### config.mk
export PLATFORM = sky130hd
export DESIGN_NAME = program_loader
export DESIGN_NICKNAME = d
export VERILOG_FILES = /design/src/rtl/program_loader.sv
export SDC_FILE = /design/constraint.sdc
export NUM_CORES = 1
export LEC_CHECK = 0
export ABC_AREA = 1
export CAP_MARGIN = 20
export CORE_MARGIN = 10
export CORE_UTILIZATION = 44
export DETAILED_ROUTE_END_ITERATION = 8
export PLACE_DENSITY = 0.74
export SYNTH_ARGS = -nofsm -noshare
export SYNTH_HDL_FRONTEND = slang
export SYNTH_SLANG_ARGS = --single-unit
### constraint.sdc
create_clock -name clk -period 2.95 [get_ports clk]
set_input_delay 0.885 -clock clk [delete_from_list [all_inputs] [get_ports clk]]
set_output_delay 0.885 -clock clk [all_outputs]
set_load 0.05 [all_outputs]
### src/rtl/program_loader.sv
// -----------------------------------------------------------------------------
// program_loader
//
// Sits directly upstream of program memory and drives its load port. It takes
// a byte stream over a valid/ready handshake and assembles 14-bit instructions
// from HI/LO byte pairs. Each instruction is written to the next sequential
// program-memory address, starting at 0. The stream is checked against a
// header word count and a trailing 8-bit checksum. o_busy holds the CPU while
// a load is in progress.
//
// Stream layout: H, then H+1 records of {HI, LO}, then C.
//   instruction = {HI[5:0], LO[7:0]}; HI[7:6] must be 2'b00.
//   (H + sum(HI) + sum(LO) + C) mod 256 must be 0.
//
// Ports
//   clk                 system clock, rising edge
//   rst                 synchronous active-high reset
//   i_start             one-cycle request to begin a session (IDLE/DONE/ERROR)
//   i_byte_valid        i_byte carries a byte this cycle
//   i_byte[7:0]         stream byte
//   o_byte_ready        loader accepts a byte this cycle (state-only)
//   o_load_enable       one-cycle program-memory write strobe
//   o_load_address[7:0] program-memory write address
//   o_load_instruction[13:0] program-memory write data
//   o_busy              load in progress / CPU hold
//   o_done              last load finished with a good checksum (sticky)
//   o_error             last load aborted on format/checksum error (sticky)
// -----------------------------------------------------------------------------
module program_loader (
  input  logic        clk,
  input  logic        rst,
  input  logic        i_start,
  input  logic        i_byte_valid,
  input  logic [7:0]  i_byte,
  output logic        o_byte_ready,
  output logic        o_load_enable,
  output logic [7:0]  o_load_address,
  output logic [13:0] o_load_instruction,
  output logic        o_busy,
  output logic        o_done,
  output logic        o_error
);

  localparam int ADDR_W  = 8;
  localparam int INSTR_W = 14;

  typedef enum logic [2:0] {
    ST_IDLE,
    ST_HDR,
    ST_HI,
    ST_LO,
    ST_CHK,
    ST_DONE,
    ST_ERROR
  } state_e;

  state_e               state_q, state_d;
  logic [7:0]           word_cnt_q, word_cnt_d;   // words remaining after the current one
  logic [ADDR_W-1:0]    addr_q, addr_d;           // address of the word being assembled
  logic [7:0]           acc_q, acc_d;             // running checksum, wraps mod 256
  logic [5:0]           hi_q, hi_d;               // payload bits of the latched HI byte
  logic                 load_en_q, load_en_d;
  logic [ADDR_W-1:0]    load_addr_q, load_addr_d;
  logic [INSTR_W-1:0]   load_instr_q, load_instr_d;
  logic                 done_q, done_d;
  logic                 error_q, error_d;

  logic                 in_session;
  logic                 accept;
  logic [7:0]           acc_plus_byte;

  // Ready and busy depend on the registered state alone, so a valid gap
  // cannot ripple combinationally back into the handshake.
  assign in_session    = (state_q == ST_HDR) || (state_q == ST_HI) ||
                         (state_q == ST_LO)  || (state_q == ST_CHK);
  assign accept        = i_byte_valid && in_session;
  assign acc_plus_byte = acc_q + i_byte;

  // NOTE: every signal written here gets a default first; a path that
  // leaves one unassigned would infer a latch.
  always_comb begin
    state_d      = state_q;
    word_cnt_d   = word_cnt_q;
    addr_d       = addr_q;
    acc_d        = acc_q;
    hi_d         = hi_q;
    load_en_d    = 1'b0;
    load_addr_d  = load_addr_q;
    load_instr_d = load_instr_q;
    done_d       = done_q;
    error_d      = error_q;

    unique case (state_q)
      ST_IDLE, ST_DONE, ST_ERROR: begin
        if (i_start) begin
          state_d = ST_HDR;
          done_d  = 1'b0;
          error_d = 1'b0;
          addr_d  = '0;
          acc_d   = '0;
        end
      end

      ST_HDR: begin
        if (accept) begin
          word_cnt_d = i_byte;
          acc_d      = i_byte;
          state_d    = ST_HI;
        end
      end

      ST_HI: begin
        if (accept) begin
          acc_d = acc_plus_byte;
          if (i_byte[7:6] != 2'b00) begin
            // Malformed record: abort before any write is issued for it.
            state_d = ST_ERROR;
            error_d = 1'b1;
          end else begin
            hi_d    = i_byte[5:0];
            state_d = ST_LO;
          end
        end
      end

      ST_LO: begin
        if (accept) begin
          acc_d        = acc_plus_byte;
          load_en_d    = 1'b1;
          load_addr_d  = addr_q;
          load_instr_d = {hi_q, i_byte};
          if (word_cnt_q == 8'd0) begin
            // Last word: the address is left alone so a 256-word load
            // never wraps past 255.
            state_d = ST_CHK;
          end else begin
            word_cnt_d = word_cnt_q - 8'd1;
            addr_d     = addr_q + 8'd1;
            state_d    = ST_HI;
          end
        end
      end

      ST_CHK: begin
        if (accept) begin
          if (acc_plus_byte == 8'd0) begin
            state_d = ST_DONE;
            done_d  = 1'b1;
          end else begin
            state_d = ST_ERROR;
            error_d = 1'b1;
          end
        end
      end

      default: state_d = ST_IDLE;
    endcase
  end

  // NOTE: state is updated with non-blocking assignments so every flop
  // samples the pre-edge values regardless of statement order.
  always_ff @(posedge clk) begin
    if (rst) begin
      state_q      <= ST_IDLE;
      word_cnt_q   <= '0;
      addr_q       <= '0;
      acc_q        <= '0;
      hi_q         <= '0;
      load_en_q    <= 1'b0;
      load_addr_q  <= '0;
      load_instr_q <= '0;
      done_q       <= 1'b0;
      error_q      <= 1'b0;
    end else begin
      state_q      <= state_d;
      word_cnt_q   <= word_cnt_d;
      addr_q       <= addr_d;
      acc_q        <= acc_d;
      hi_q         <= hi_d;
      load_en_q    <= load_en_d;
      load_addr_q  <= load_addr_d;
      load_instr_q <= load_instr_d;
      done_q       <= done_d;
      error_q      <= error_d;
    end
  end

  assign o_byte_ready       = in_session;
  assign o_busy             = in_session;
  assign o_load_enable      = load_en_q;
  assign o_load_address     = load_addr_q;
  assign o_load_instruction = load_instr_q;
  assign o_done             = done_q;
  assign o_error            = error_q;

endmodule

==> summary.txt, run 1 <==
Critical path
  • Critical Path, Cell by Cell: clkdlybuf4s50_1, ha_1, inv_1, fa_1, inv_1, nand2_1, nand2_1, nand3_1, nand2_1, nand3_1, nor2_1, nand3_1, nand3_1, nand2_1, a21oi_1
  • Critical path's largest stage delay: 480 ps
  • CP Max Fanout: 3
  • Req. time, crit path: 3230 ps
  • Crit-path slowest cell: clkdlybuf4s50_1
  • Critical Path AT: 3010 ps
  • Worst setup SP type: input port
  • Worst Path Buf+Inv: 3
  • CP Capture Type: flip-flop
  • Setup Crit Path Kind: in2reg
  • Delay-heaviest family, CP: simple AND/OR/NAND/NOR gates

Clock tree
  • CTS tree: built
  • TritonCTS Buffers: 9
  • Setup Buffers After CTS: 0
  • H-tree depth: 3
  • Post-CTS Hold Buffers: 0
  • Number of gates resized after CTS: 0
  • Worst-skew pair later-pin latency: about 350 ps
  • CTS clk-pin slew, worst paths: 70 ps
  • Num Clock Sinks: 58
  • Clk buf depth: 2
  • CTS Root Buffer Type: clkbuf_8

Drt
  • DRC viols: 0
  • ANT nets after route: 0
  • DR vias: about 3100
  • Post-Route WL: 8.24 mm
  • DRT iter0 DRCs: around 180
  • Drt wl/cell: 13.6 um
  • Drt pass-1 iters: 4
  • Avg Vias per Cell: between 5 and 6

Synth
  • Cell variety after synth: 34
  • Top post-synthesis cells by count: 124 x nand2_1, 60 x a21oi_1, 58 x dfxtp_1
  • Synth top area share: 37.1%
  • Synth Cell Area: 3130 um^2
  • Most used DFF post-synth: dfxtp_1
  • Sequential-to-total area share from yosys stat: between 30% and 40%
  • Synth top area cells: dfxtp_1 37%, nand2_1 15%, a21oi_1 9.6%
  • Yosys warns: 0
  • Post-Syn Nets: 482
  • Synth Register Bits: 58
  • Most common cell in the synthesized netlist: nand2_1
  • Synth async-reset ratio: 0%
  • EDFF count, synth: 0
  • Avg Inst Size Synth: 6.80 um^2
  • Synth area leader: dfxtp_1
  • Cells after synthesis: 460

GRT
  • GRT overflow: 0
  • Pin count of the biggest net entering global routing: 29
  • First-pass GRT wire length: 13.6 mm
  • Gr busiest metal: met2
  • Met1 usage in global routing: 18.5%
  • Met2 Use GR: a little under a quarter
  • Vias in the first global route: 2883
  • Initial antenna violation count: 0
  • GR Util met3: 3.41%
  • GRT Overall Usage: 14.8%

Final layout
  • Nets@finish: 528
  • Final Cell Area: 3870 um^2
  • Ant diodes: 0
  • Share of cells above drive strength 1: between 10% and 20%
  • Non-filler cells, final: 607
  • Synth-to-Final Area Change: 23.7%

Timing
  • Final setup fails: 0
  • Clock Skew: 5.79 ps
  • Worst setup margin: 219 ps
  • Worst-Margin Slew: 767 ps
  • Post-layout minimum cycle time: 2730 ps
  • Fin. max-slew vios: 0
  • Slew HR: 48.7%
  • Period utilisation layout: between 90 and 100%
  • Final Hold Viols: 0
  • RSZ-0062 raised after global routing: no
  • FMAX: 0.366 GHz

Power and ir drop
  • Clock share of power: between 20% and 30%
  • Comb pwr share: 44.1%
  • Int Pwr: 0.00179 W
  • Maximum vdd drop: a little over 500 uV
  • Sw Pwr: 0.00135 W
  • PwrDens: 810 nW/um^2
  • Leak: 1.61 nW
  • Sequential Power Share: 29.6%
  • Net Sw Frac: between 40% and 50%

Place
  • Dpl cell area: 3650 um^2
  • GPL Wtd Cong: 0.927
  • Worst slack at placement: -97.3 ps
  • Cell count after placement: 591
  • Port bufs: 38
  • DP HPWL: 5.82 mm

Die
  • Starting density of the core: 45.5%
  • Full die area: 10900 um^2
  • Row count: 30
  • Core area: 6870 um^2
  • Die height: 104 um
  • Die W: 104 um
  • I/O Pins: 39

Flow run
  • Maxcap violations: 0

Outcome
  • Status: completed

Hold path
  • Hold crit path type: reg2reg
-- layout make-up --
| class | instances | area [um^2] |
|---|---|---|
| inverters | 60 | 228 |
| multi-input cells | 325 | 1660 |
| repair buffers | 52 | 480 |
| well taps | 96 | 120 |
| flip-flops and latches | 58 | 1160 |
| clock inverters | 5 | 77.6 |
| clock buffers | 11 | 141 |
| fillers | 678 | 3000 |
-- per-layer routing --
| metal | vias up | wire, um | part of all wire [%] |
|---|---|---|---|
| li1 | 1581 | - | - |
| met3 | 20 | 447 | 5.4 |
| met2 | 88 | 3820 | 46 |
| met1 | 1402 | 3770 | 46 |
| met5 | - | 0 | 0 |
| met4 | 0 | 197 | 2.4 |
-- tightest hold or removal path: cells and delay by family, from the launching register on --
family / cells / cell delay [ps]
flops: 1 / 310
compound gates: 1 / 50
simple gates: 1 / 60
-- cells by family after synthesis --
group / Yosys count / synth area share, %
xor gates and xnor gates: 7 / 1.96
adders and majority gates: 10 / 4.24
DFF: 58 / 37.1
buffers and inverters: 77 / 9.80
and+or+nand+nor: 218 / 31.8
AOI/OAI and AO/OA: 90 / 15.1
-- layout by cell type, fill, tap and decap left out --
master	synthesis	layout
nand3_1	47	47
nor2_4	3	3
nor2_8	1	1
o22ai_1	5	5
xor2_1	3	3
clkinvlp_4	0	1
nor2_1	25	25
nor3_1	5	5
inv_4	1	1
fa_1	1	1
o21ai_0	13	13
clkbuf_1	8	1
buf_4	1	16
dfxtp_1	58	58
ha_1	9	9
nand3_4	1	1
o32ai_1	1	1
clkdlybuf4s50_1	0	36
xnor2_1	4	4
inv_1	53	53
inv_2	6	6
o21ai_1	6	6
clkbuf_8	0	10
nor3_2	1	1
nor2_2	1	1
o21ai_2	1	1
a211oi_1	2	2
nand2_4	4	4
nand2_1	124	124
a21oi_1	60	60
a31oi_1	2	2
bufinv_16	0	2
nand2_2	2	2
nand4_1	3	3
nand3_2	1	1
clkinv_2	0	2
-- per-stage QoR --
| step | TNS (ps) | hold slack (ps) | power (W) | util (%) |
|---|---|---|---|---|
| 6_report | 0 | 461 | 0.00313 | 56.3 |
| 5_1_grt | 0 | 474 | 0.00333 | 56.3 |
| 4_1_cts | 0 | 464 | 0.00313 | 56.3 |
| 3_5_place_dp | -280 | 447 | 0.00230 | 53.1 |
| 3_3_place_gp | -110 | 448 | 0.00228 | 53.1 |
| 2_1_floorplan | 0 | 442 | 0.00199 | - |
-- power by group through the flow --
stage / Sequential (W) / Clock [W] / Combinational [W]
after floorplan: 0.000983 / 0 / 0.00101
after global placement: 0.000942 / 0 / 0.00134
after detailed placement: 0.000943 / 0 / 0.00136
after CTS: 0.000927 / 0.000832 / 0.00137
after global routing: 0.000937 / 0.000868 / 0.00152
final: 0.000928 / 0.000826 / 0.00138
-- registers in the layout, indices dropped and copies added (netlist names) --
name,count
o_load_address,8
acc_q,8
hi_q,6
o_error,1
o_done,1
state_q,3
o_load_instruction,14
o_load_enable,1
word_cnt_q,8
addr_q,8
-- worst paths after layout --
path / from / endpoint / slack [ps] / depth (start not counted)
setup / recovery: i_byte[0] / state_q[0]$_SDFFE_PP0P_ / 220 / 15
hold / removal: o_load_instruction[5]$_SDFFE_PP0P_ / o_load_instruction[5]$_SDFFE_PP0P_ / 460 / 2
setup reg to reg: state_q[1]$_SDFFE_PP0P_ / addr_q[2]$_SDFFE_PP0P_ / 900 / 10
hold reg to reg: o_load_instruction[5]$_SDFFE_PP0P_ / o_load_instruction[5]$_SDFFE_PP0P_ / 460 / 2
Power figures use the tool's default switching activity.
==> run 2: changes to the inputs <==
--- a/config.mk
+++ b/config.mk
@@ -11,6 +11,8 @@
 export CORE_UTILIZATION = 44
 export DETAILED_ROUTE_END_ITERATION = 8
 export PLACE_DENSITY = 0.74
+export REMOVE_ABC_BUFFERS = 1
+export SLEW_MARGIN = 40
 export SYNTH_ARGS = -nofsm -noshare
 export SYNTH_HDL_FRONTEND = slang
 export SYNTH_SLANG_ARGS = --single-unit
==> run 2 against run 1 <==
Compared with the run above:
- sequential share of layout area did not move
- clock power barely moved
- total power fell by 0.62%
- register-to-register slack got worse by 50 ps
- worst hold slack got worse by 1.7 ps
- sequential cell count did not move
- cell area did not move
- non-clock buffer count did not move
- global-route usage fell by 0.27 points
- critical path type unchanged
- largest cell class unchanged
==> summary.txt, run 2 (synthesized netlist as in run 1, its figures left out) <==
Place
  • DP HPWL: 5.80 mm
  • Port bufs: 38
  • GPL Wtd Cong: 0.877
  • Dpl cell area: about 3600 um^2

Hold path
  • Hold crit path type: reg2reg
  • Startpoint of the worst hold path: o_load_instruction[2]$_SDFFE_PP0P_
  • Worst Hold Depth: 2
  • Hold EP: o_load_instruction[2]$_SDFFE_PP0P_

Final layout
  • Max FFs per register: 14
  • Fillcell total: about 680
  • Synth-to-Final Area Change: 23.7%
  • Final Cell Area: between 3000 and 4000 um^2
  • Share of cells above drive strength 1: 10.4%
  • Nets@finish: 528
  • Multi-input logic area: 1660 um^2
  • Commonest non-fill, non-tap cell in the layout: nand2_1
  • Reg area: 1160 um^2
  • Most frequent cells in the layout: 124 x nand2_1, 60 x a21oi_1, 58 x dfxtp_1
  • Ant diodes: 0

GRT
  • First-pass GRT wire length: approximately 13 mm
  • GRT Overall Usage: 14.6%
  • Initial antenna violation count: 0
  • Vias in the first global route: 2889
  • GRT overflow: 0
  • Pin count of the biggest net entering global routing: 28

Critical path
  • Setup Crit Path Kind: in2reg
  • CP Max Fanout: 3
  • Worst path depth: 15
  • Reg-to-Reg End: addr_q[2]$_SDFFE_PP0P_
  • Crit-path slowest cell: clkdlybuf4s50_1
  • Req. time, crit path: between 3000 and 4000 ps
  • Delay-heaviest family, CP: simple AND/OR/NAND/NOR gates
  • Critical Path, Cell by Cell: clkdlybuf4s50_1, ha_1, inv_1, fa_1, inv_1, nand2_1, nand2_1, nand3_1, nand2_1, nand3_1, nor2_1, nand3_1, nand3_1, nand2_1, a21oi_1
  • Worst Path Buf+Inv: 3
  • Reg2reg start: state_q[1]$_SDFFE_PP0P_
  • Worst setup SP type: input port
  • Reg-to-reg setup timing slack: 850 ps
  • Reg2reg path depth: 10
  • Critical path's largest stage delay: 480 ps
  • CP Capture Type: flip-flop
  • Critical Path AT: 3020 ps

Outcome
  • Status: completed

Clock tree
  • CTS tree: built
  • Num Clock Sinks: between 50 and 60
  • CTS Root Buffer Type: clkbuf_8
  • Number of gates resized after CTS: 0
  • Post-CTS Hold Buffers: 0
  • Worst-skew pair later-pin latency: 340 ps
  • Setup Buffers After CTS: 0
  • H-tree depth: 3
  • Clk buf depth: 2
  • CTS clk-pin slew, worst paths: 60 ps
  • TritonCTS Buffers: 9

Die
  • Starting density of the core: 45.5%
  • Full die area: 10900 um^2
  • Row count: 30
  • Die height: 104 um
  • Core area: 6870 um^2
  • I/O Pins: 39
  • Die W: 104 um

Drt
  • ANT nets after route: 0
  • Avg Vias per Cell: ~5.0
  • Drt wl/cell: 12.8 um
  • Post-Route WL: 7.79 mm
  • Drt pass-1 iters: 4
  • DRC viols: 0
  • DR vias: 3055
  • DRT iter0 DRCs: about 170

Timing
  • RSZ-0062 raised after global routing: no
  • FMAX: 0.364 GHz
  • Post-layout minimum cycle time: 2750 ps
  • Final setup fails: 0
  • Fin. max-slew vios: 0
  • Period utilisation layout: 93.2%
  • Clock Skew: 3.51 ps
  • Final Hold Viols: 0
  • Final TNS setup: 0 ps
  • Slew HR: between 50% and 60%
  • Worst-Margin Slew: 747 ps

Power and ir drop
  • Leak: ~1.6 nW
  • PwrDens: 805 nW/um^2
  • Overall power: 0.00311 W
  • Maximum vdd drop: 846 uV

Flow run
  • Maxcap violations: 0
run 2: cell counts in the layout (fill, tap and decap cells not counted):
Identical to the previous run, type by type.
run 2: area by class of cell:
class / instances / area share, %
clock buffers: 11 / 3.66
clock inverters: 5 / 2.01
inverters: 60 / 5.89
multi-input cells: 325 / 42.9
flip-flops and latches: 58 / 30.0
well taps: 96 / 3.11
repair buffers: 52 / 12.4
run 2: layer usage:
| metal | vias up | GRT usage, % | share of wire [%] |
|---|---|---|---|
| li1 | 1581 | - | - |
| met1 | 1381 | 17.5 | 45 |
| met2 | 75 | 23.1 | 47 |
| met3 | 18 | 4.52 | 5.1 |
| met4 | 0 | 6.96 | 2.5 |
| met5 | - | 0 | 0 |
run 2: power breakdown:
part	total, W	internal, W	switching [W]
Sequential	0.000926	0.000863	0.0000631
Combinational	0.00136	0.000431	0.000933
Clock	0.000824	0.000496	0.000329
run 2: stage by stage:
step                      hold slack, ps  utilization, %  cells  worst slack [ps]
after global routing                 470            56.3    607              7.18
final                                459            56.3    607               201
after floorplan                      435               -    443               554
after CTS                            462            56.3    607               201
after global placement               447            53.1    591             -49.8
after detailed placement             451            53.1    591              -125
run 2: how the worst max path moves through the flow:
stage / startpoint / end / slack [ps]
2_1_floorplan: i_byte[0] / state_q[0]$_SDFFE_PP0P_ / 550
3_3_place_gp: i_byte[0] / o_done$_SDFFE_PP0P_ / -50
3_5_place_dp: i_byte[0] / state_q[0]$_SDFFE_PP0P_ / -120
4_1_cts: i_byte[0] / o_done$_SDFFE_PP0P_ / 200
5_1_grt: i_byte[0] / state_q[0]$_SDFFE_PP0P_ / 7
6_report: i_byte[0] / state_q[0]$_SDFFE_PP0P_ / 200
run 2: worst register-to-register path, cell delays in order (launching register included):
cell and delay [ps]:
dfxtp_1 400, inv_2 90, nor2_4 190, inv_4 100
nor2_8 320, inv_1 290, nand3_1 150, nand2_1 130
inv_1 130, o21ai_0 100, a21oi_1 120
